$ cat src/rtl/tsp_pkg.sv
// Shared types, FSM state codes and swap edge tables for the TSP swap evaluator.
// Point indices are 0-based: index 0 is vertex 1.
package tsp_pkg;

  typedef logic [7:0] coord_t;
  typedef logic [2:0] state_t;
  typedef logic [2:0] pt_idx_t;

  localparam state_t ST_IDLE = 3'd0;
  localparam state_t ST_LOAD = 3'd1;
  localparam state_t ST_SQRT = 3'd2;
  localparam state_t ST_ACC  = 3'd3;
  localparam state_t ST_CMP  = 3'd4;
  localparam state_t ST_DONE = 3'd5;

  // Mode 0 old tour d12,d23,d45,d56 then new tour d15,d53,d42,d26
  localparam pt_idx_t EDGE_A_M0 [8] = '{3'd0, 3'd1, 3'd3, 3'd4, 3'd0, 3'd4, 3'd3, 3'd1};
  localparam pt_idx_t EDGE_B_M0 [8] = '{3'd1, 3'd2, 3'd4, 3'd5, 3'd4, 3'd2, 3'd1, 3'd5};
  localparam logic [7:0] EDGE_OLD_M0 = 8'b0000_1111;

  // Mode 1 old tour d12,d34 then new tour d13,d24
  localparam pt_idx_t EDGE_A_M1 [4] = '{3'd0, 3'd2, 3'd0, 3'd1};
  localparam pt_idx_t EDGE_B_M1 [4] = '{3'd1, 3'd3, 3'd2, 3'd3};
  localparam logic [3:0] EDGE_OLD_M1 = 4'b0011;

  function automatic int root_w(input int frac);
    return 9 + frac;
  endfunction

endpackage

$ cat src/rtl/isqrt_seq.sv
// Sequential restoring integer square root, one result bit per clock.
// Root is valid ROOT_W cycles after the start cycle and holds until the next start.
module isqrt_seq #(
  parameter int ROOT_W = 13
) (
  input  logic                clk,
  input  logic                rst_n,
  input  logic                i_start,
  input  logic [2*ROOT_W-1:0] i_radicand,
  output logic [ROOT_W-1:0]   o_root,
  output logic                o_valid
);

  localparam int RAD_W = 2 * ROOT_W;
  localparam int REM_W = ROOT_W + 2;
  localparam int CNT_W = $clog2(ROOT_W + 1);

  logic [RAD_W-1:0]  r_rad;
  logic [REM_W-1:0]  r_rem;
  logic [ROOT_W-1:0] r_root;
  logic [CNT_W-1:0]  r_cnt;
  logic              r_valid;

  logic [REM_W-1:0]  w_rem_sh;
  logic [REM_W-1:0]  w_trial;
  logic              w_fits;

  // Bring down the next radicand bit pair and try appending a 1 to the root
  assign w_rem_sh = {r_rem[REM_W-3:0], r_rad[RAD_W-1 -: 2]};
  assign w_trial  = {r_root, 2'b01};
  assign w_fits   = (w_rem_sh >= w_trial);

  always_ff @(posedge clk or negedge rst_n) begin
    if (!rst_n) begin
      r_rad   <= '0;
      r_rem   <= '0;
      r_root  <= '0;
      r_cnt   <= '0;
      r_valid <= 1'b0;
    end else if (i_start) begin
      r_rad   <= i_radicand;
      r_rem   <= '0;
      r_root  <= '0;
      r_cnt   <= CNT_W'(ROOT_W);
      r_valid <= 1'b0;
    end else if (r_cnt != '0) begin
      r_rad  <= r_rad << 2;
      r_rem  <= w_fits ? (w_rem_sh - w_trial) : w_rem_sh;
      r_root <= {r_root[ROOT_W-2:0], w_fits};
      r_cnt  <= r_cnt - CNT_W'(1);
      if (r_cnt == CNT_W'(1)) begin
        r_valid <= 1'b1;
      end
    end
  end

  assign o_root  = r_root;
  assign o_valid = r_valid;

endmodule

$ cat src/rtl/tour_swap_evaluator.sv
// Swap-check responder: sums old and new tour edge lengths through one shared
// sequential distance unit and reports whether the proposed swap shortens the tour.
module tour_swap_evaluator
  import tsp_pkg::*;
#(
  parameter int FRAC_BITS = 4
) (
  input  logic        clk,
  input  logic        rst_n,
  input  logic        i_start,
  input  logic        i_abort,
  input  logic        i_mode,
  input  coord_t      i_x1,
  input  coord_t      i_x2,
  input  coord_t      i_x3,
  input  coord_t      i_x4,
  input  coord_t      i_x5,
  input  coord_t      i_x6,
  input  coord_t      i_y1,
  input  coord_t      i_y2,
  input  coord_t      i_y3,
  input  coord_t      i_y4,
  input  coord_t      i_y5,
  input  coord_t      i_y6,
  output logic        o_busy,
  output logic        o_done,
  output logic        o_should_swap,
  output logic [31:0] o_difference
);

  localparam int ROOT_W = root_w(FRAC_BITS);
  localparam int RAD_W  = 2 * ROOT_W;
  localparam int CNT_W  = $clog2(ROOT_W);

  state_t            r_state;
  state_t            w_next;
  logic              r_mode;
  coord_t            r_x [6];
  coord_t            r_y [6];
  logic [2:0]        r_edge;
  logic [CNT_W-1:0]  r_bit_cnt;
  logic [31:0]       r_old_sum;
  logic [31:0]       r_new_sum;
  logic              r_should_swap;
  logic [31:0]       r_difference;

  logic              w_accept;
  logic              w_last_edge;
  logic              w_is_old;
  pt_idx_t           w_pa;
  pt_idx_t           w_pb;
  coord_t            w_ax;
  coord_t            w_ay;
  coord_t            w_bx;
  coord_t            w_by;
  coord_t            w_dx;
  coord_t            w_dy;
  logic [16:0]       w_d2;
  logic [RAD_W-1:0]  w_radicand;
  logic              w_sqrt_start;
  logic [ROOT_W-1:0] w_root;
  logic              w_root_valid;

  assign w_accept = (r_state == ST_IDLE) && i_start && !i_abort;

  always_comb begin
    w_pa        = EDGE_A_M0[r_edge];
    w_pb        = EDGE_B_M0[r_edge];
    w_is_old    = EDGE_OLD_M0[r_edge];
    w_last_edge = (r_edge == 3'd7);
    if (r_mode) begin
      w_pa        = EDGE_A_M1[r_edge[1:0]];
      w_pb        = EDGE_B_M1[r_edge[1:0]];
      w_is_old    = EDGE_OLD_M1[r_edge[1:0]];
      w_last_edge = (r_edge == 3'd3);
    end
  end

  // Squared edge length in fixed point: scaling d2 by 4^FRAC gives FRAC root fraction bits
  assign w_ax       = r_x[w_pa];
  assign w_ay       = r_y[w_pa];
  assign w_bx       = r_x[w_pb];
  assign w_by       = r_y[w_pb];
  assign w_dx       = (w_ax >= w_bx) ? (w_ax - w_bx) : (w_bx - w_ax);
  assign w_dy       = (w_ay >= w_by) ? (w_ay - w_by) : (w_by - w_ay);
  assign w_d2       = 17'(w_dx) * 17'(w_dx) + 17'(w_dy) * 17'(w_dy);
  assign w_radicand = RAD_W'(w_d2) << (2 * FRAC_BITS);
  assign w_sqrt_start = (r_state == ST_LOAD);

  isqrt_seq #(
    .ROOT_W(ROOT_W)
  ) u_isqrt (
    .clk        (clk),
    .rst_n      (rst_n),
    .i_start    (w_sqrt_start),
    .i_radicand (w_radicand),
    .o_root     (w_root),
    .o_valid    (w_root_valid)
  );

  always_comb begin
    w_next = r_state;
    case (r_state)
      ST_IDLE: if (i_start) w_next = ST_LOAD;
      ST_LOAD: w_next = ST_SQRT;
      ST_SQRT: if (r_bit_cnt == CNT_W'(ROOT_W - 1)) w_next = ST_ACC;
      ST_ACC:  w_next = w_last_edge ? ST_CMP : ST_LOAD;
      ST_CMP:  w_next = ST_DONE;
      ST_DONE: w_next = ST_IDLE;
      default: w_next = ST_IDLE;
    endcase
    if (i_abort) begin
      w_next = ST_IDLE;
    end
  end

  // Abort suppresses all datapath updates so a cancelled run leaves outputs cleared
  always_ff @(posedge clk or negedge rst_n) begin
    if (!rst_n) begin
      r_state       <= ST_IDLE;
      r_mode        <= 1'b0;
      r_edge        <= '0;
      r_bit_cnt     <= '0;
      r_old_sum     <= '0;
      r_new_sum     <= '0;
      r_should_swap <= 1'b0;
      r_difference  <= '0;
      for (int k = 0; k < 6; k++) begin
        r_x[k] <= '0;
        r_y[k] <= '0;
      end
    end else begin
      r_state <= w_next;
      if (w_accept) begin
        r_mode        <= i_mode;
        r_x[0] <= i_x1;  r_x[1] <= i_x2;  r_x[2] <= i_x3;
        r_x[3] <= i_x4;  r_x[4] <= i_x5;  r_x[5] <= i_x6;
        r_y[0] <= i_y1;  r_y[1] <= i_y2;  r_y[2] <= i_y3;
        r_y[3] <= i_y4;  r_y[4] <= i_y5;  r_y[5] <= i_y6;
        r_edge        <= '0;
        r_old_sum     <= '0;
        r_new_sum     <= '0;
        r_should_swap <= 1'b0;
        r_difference  <= '0;
      end
      if (!i_abort) begin
        case (r_state)
          ST_LOAD: r_bit_cnt <= '0;
          ST_SQRT: r_bit_cnt <= r_bit_cnt + CNT_W'(1);
          ST_ACC: begin
            if (w_root_valid) begin
              if (w_is_old) r_old_sum <= r_old_sum + 32'(w_root);
              else          r_new_sum <= r_new_sum + 32'(w_root);
            end
            r_edge <= r_edge + 3'd1;
          end
          ST_CMP: begin
            if (r_new_sum < r_old_sum) begin
              r_should_swap <= 1'b1;
              r_difference  <= r_old_sum - r_new_sum;
            end
          end
          default: ;
        endcase
      end
    end
  end

  assign o_busy        = (r_state != ST_IDLE);
  assign o_done        = (r_state == ST_DONE);
  assign o_should_swap = r_should_swap;
  assign o_difference  = r_difference;

endmodule

$ cat config.mk
export PLATFORM = sky130hd
export DESIGN_NAME = tour_swap_evaluator
export DESIGN_NICKNAME = d
export VERILOG_FILES = /design/src/rtl/tsp_pkg.sv /design/src/rtl/isqrt_seq.sv /design/src/rtl/tour_swap_evaluator.sv
export SDC_FILE = /design/constraint.sdc
export NUM_CORES = 1
export LEC_CHECK = 0
export CAP_MARGIN = 20
export CORE_MARGIN = 2
export CORE_UTILIZATION = 40
export DETAILED_ROUTE_END_ITERATION = 12
export SYNTH_ARGS = -nofsm -noshare
export SYNTH_HDL_FRONTEND = slang
export SYNTH_SLANG_ARGS = --single-unit
$ cat constraint.sdc
create_clock -name clk -period 10.56 [get_ports clk]
set_input_delay 1.584 -clock clk [delete_from_list [all_inputs] [get_ports clk]]
set_output_delay 1.584 -clock clk [all_outputs]
set_load 0.01 [all_outputs]
==> flow_metrics.env <==
export IMPL_required_ps=11000
export IMPL_finalSetupViolations=0
export IMPL_hold_start="r_new_sum[31]"
export IMPL_status="complete, no violations"
export IMPL_routedWlPerCell_um=16.5
export IMPL_crit_family="adder cells"
export IMPL_start_kind="register"
export IMPL_drive_above_1_share_pct=5.71
export IMPL_cts_made_buffers=29
export IMPL_r2r_cells=39
export IMPL_netlist_top_cells_count="nand2_1, dfrtp_1, inv_1"
export IMPL_whs_ps=475
export IMPL_synth_warning_count=0
export IMPL_synth_edff_count=0
export IMPL_h_tree_depth=1
export IMPL_vias=17200
export IMPL_fmax_mhz=101
export IMPL_ys_ff_latch=253
export IMPL_wl_mm=54.2
export IMPL_design_area_mm2=0.0237
export IMPL_rows=83
export IMPL_hpwl_mm=41.5
export IMPL_fp_dieH_um=231
export IMPL_ys_types=74
export IMPL_area_delta_synth_final_pct=15.3
export IMPL_hold_depth=1
export IMPL_r2r_start="r_edge[1]"
export IMPL_crit_type="reg2reg"
export IMPL_synthCells=2491
export IMPL_post_route_period_util_pct=93.6
export IMPL_via_per_inst=5.21
export IMPL_start_util_pct=40.2
export IMPL_crit_buf_inv=7
export IMPL_gr_usage_all_layers_pct=20.5
export IMPL_synth_area_per_cell_um2=8.24
export IMPL_grt_pass1_vias=17500
export IMPL_tightest_slew_ps=1010
export IMPL_hold_viol=0
export IMPL_postCtsHoldBufs=0
export IMPL_period_minus_slack_ps=9880
export IMPL_async_reset_ff_share_pct=100
export IMPL_finalMaxSlewViolations=0
export IMPL_crit_top_cell="fa_1"
export IMPL_ys_top_cells_by_area="dfrtp_1, nand2_1, ha_1"
export IMPL_path_max_fanout=17
export IMPL_rsz0062_at_grt="no"
export IMPL_die_w_um=231
export IMPL_grt_pass1_wl_mm=89.8
export IMPL_endpoint_kind="register"
export IMPL_portBuffers=135
export IMPL_core_mm2=0.0510
export IMPL_grt_max_degree=125
export IMPL_synth_most_common_cell="nand2_1"
export IMPL_globalplace_congestion=0.905
export IMPL_clock_path_buffers=3
export IMPL_synth_nets=2843
export IMPL_drc=0
export IMPL_cap_violations=0
export IMPL_setup_tns_ps=0
export IMPL_finClkSkew_ps=30.8
export IMPL_cts_tree="yes"
export IMPL_cts_root_buf="clkbuf_16"
export IMPL_worstHoldPathType="reg2reg"
export IMPL_drt_first_iter_violations=1000
export IMPL_gr_total_overflow=0
export IMPL_ys_seq_area_share_pct=30.8
export IMPL_ys_flop_type="dfrtp_1"
export IMPL_crit_arrival_ps=10320
export IMPL_synth_largest_area_cell="dfrtp_1"
export IMPL_drt_first_pass_iters=5
export IMPL_r2r_setup_slack_ps=680
export IMPL_n_antenna_cell=0
export IMPL_r2r_end="u_isqrt.r_rad[23]"
export IMPL_antenna_found_initial=0
export IMPL_num_io_pins=136
export IMPL_synth_top_area_share_pct=30.8
export IMPL_path_clk_slew_ps=70
export IMPL_clkSinkCount=253
export IMPL_post_route_util_pct=46.4
export IMPL_slowest_stage="fa_1"
export IMPL_max_stage_delay_ps=550
export IMPL_hold_end="r_new_sum[31]"
export IMPL_drtAntennaViolNets=0
export IMPL_worstSkewPairLatency_ps=580
export IMPL_dpl_cell_area_mm2=0.0226
export IMPL_relSlewSlack_pct=32.1
export IMPL_die_area_mm2=0.0531
export IMPL_fin_nets=2942
export IMPL_syn_cell_area_mm2=0.0205
[worst register-to-register path: cells and delay by family, from the launching register on]
| family | cells | cell delay (ps) |
|---|---|---|
| AO/OA/AOI/OAI | 15 | 2780 |
| XOR/XNOR | 1 | 180 |
| adder cells (fa/ha/maj) | 10 | 4320 |
| buffers and inverters | 7 | 970 |
| flip-flops | 1 | 460 |
| multiplexers | 1 | 130 |
| AND/OR/NAND/NOR | 5 | 910 |
[cell families (layout without fill, tap and decap cells)]
kind of cell | after synthesis | after routing | synth area share [%]
XOR/XNOR | 90 | 90 | 3.95
AND/OR/NAND/NOR | 958 | 958 | 19.9
AO/OA/AOI/OAI | 497 | 497 | 15.4
multiplexers | 106 | 106 | 5.29
flip-flops | 253 | 253 | 30.8
buffers and inverters | 336 | 456 | 6.26
adder cells (fa/ha/maj) | 251 | 251 | 18.3
[sequential cells by signal, indices dropped and copies added, names as in the netlist]
register,flops
o_difference,32
o_should_swap,1
r_bit_cnt,4
r_edge,3
r_mode,1
r_new_sum,32
r_old_sum,32
r_state,3
r_x,48
r_y,48
u_isqrt.o_root,13
u_isqrt.o_valid,1
u_isqrt.r_cnt,4
u_isqrt.r_rad,18
u_isqrt.r_rem,13
[layer usage]
layer / vias to the layer above / track usage [%] / routed length, um
met1: 8197 / 27.5 / 25400
met3: 88 / 2.33 / 1810
met4: 0 / 6.19 / 1590
li1: 8542 / - / -
met2: 328 / 34.5 / 25400
met5: - / 0.460 / 0
[area by class of cell]
type                    count  area (um2)
fillers                  4974       27300
multi-input cells        1902       13000
flip-flops and latches    253        6330
repair buffers            168        1640
inverters                 236         886
well taps                 680         851
clock buffers              39         813
clock inverters            13         160
[how the worst max path moves through the flow]
stage                    from  cells past startpoint  slack, ps                 to
floorplan           r_edge[1]                     42        980  u_isqrt.r_rad[23]
detailed placement  r_edge[1]                     39        490  u_isqrt.r_rad[23]
global route        r_edge[1]                     43          5  u_isqrt.r_rad[23]
global placement    r_edge[1]                     43        760  u_isqrt.r_rad[23]
CTS                 r_edge[1]                     39        480  u_isqrt.r_rad[23]
finish              r_edge[1]                     39        680  u_isqrt.r_rad[23]
[stage by stage]
| stage | std cells | setup slack [ps] |
|---|---|---|
| global route | 3291 | 4.91 |
| CTS | 3289 | 480 |
| finish | 3291 | 678 |
| floorplan | 2491 | 979 |
| detailed placement | 3237 | 489 |
| global placement | 3237 | 757 |
[layout by cell type, fill, tap and decap left out, drive strengths merged, types with 13 or more instances in the layout]
master	Yosys	final
xor2	41	41
nor2b	24	24
clkdlybuf4s50	0	134
mux2i	87	87
a31o	18	18
fa	83	83
clkbuf	84	39
a31oi	28	28
nand4	16	16
and3	17	17
o21ai	145	145
a21o	67	67
a211oi	13	13
a21oi	118	118
nor3	33	33
a21boi	14	14
nor2	120	120
nand2	617	617
nand2b	23	23
xnor2	49	49
o211ai	14	14
dfrtp	253	253
nand3	63	63
mux2	19	19
ha	168	168
buf	16	34
inv	236	239
[repair_timing]
action / in CTS / in global routing
buffers inserted: 0 / 0
gates resized for setup: 0 / 7
endpoints found under the setup margin: 0 / 2
Power is left out: the tool's default activity adds up to more than one toggle a clock period on the data nets, which glitch-free logic cannot reach.
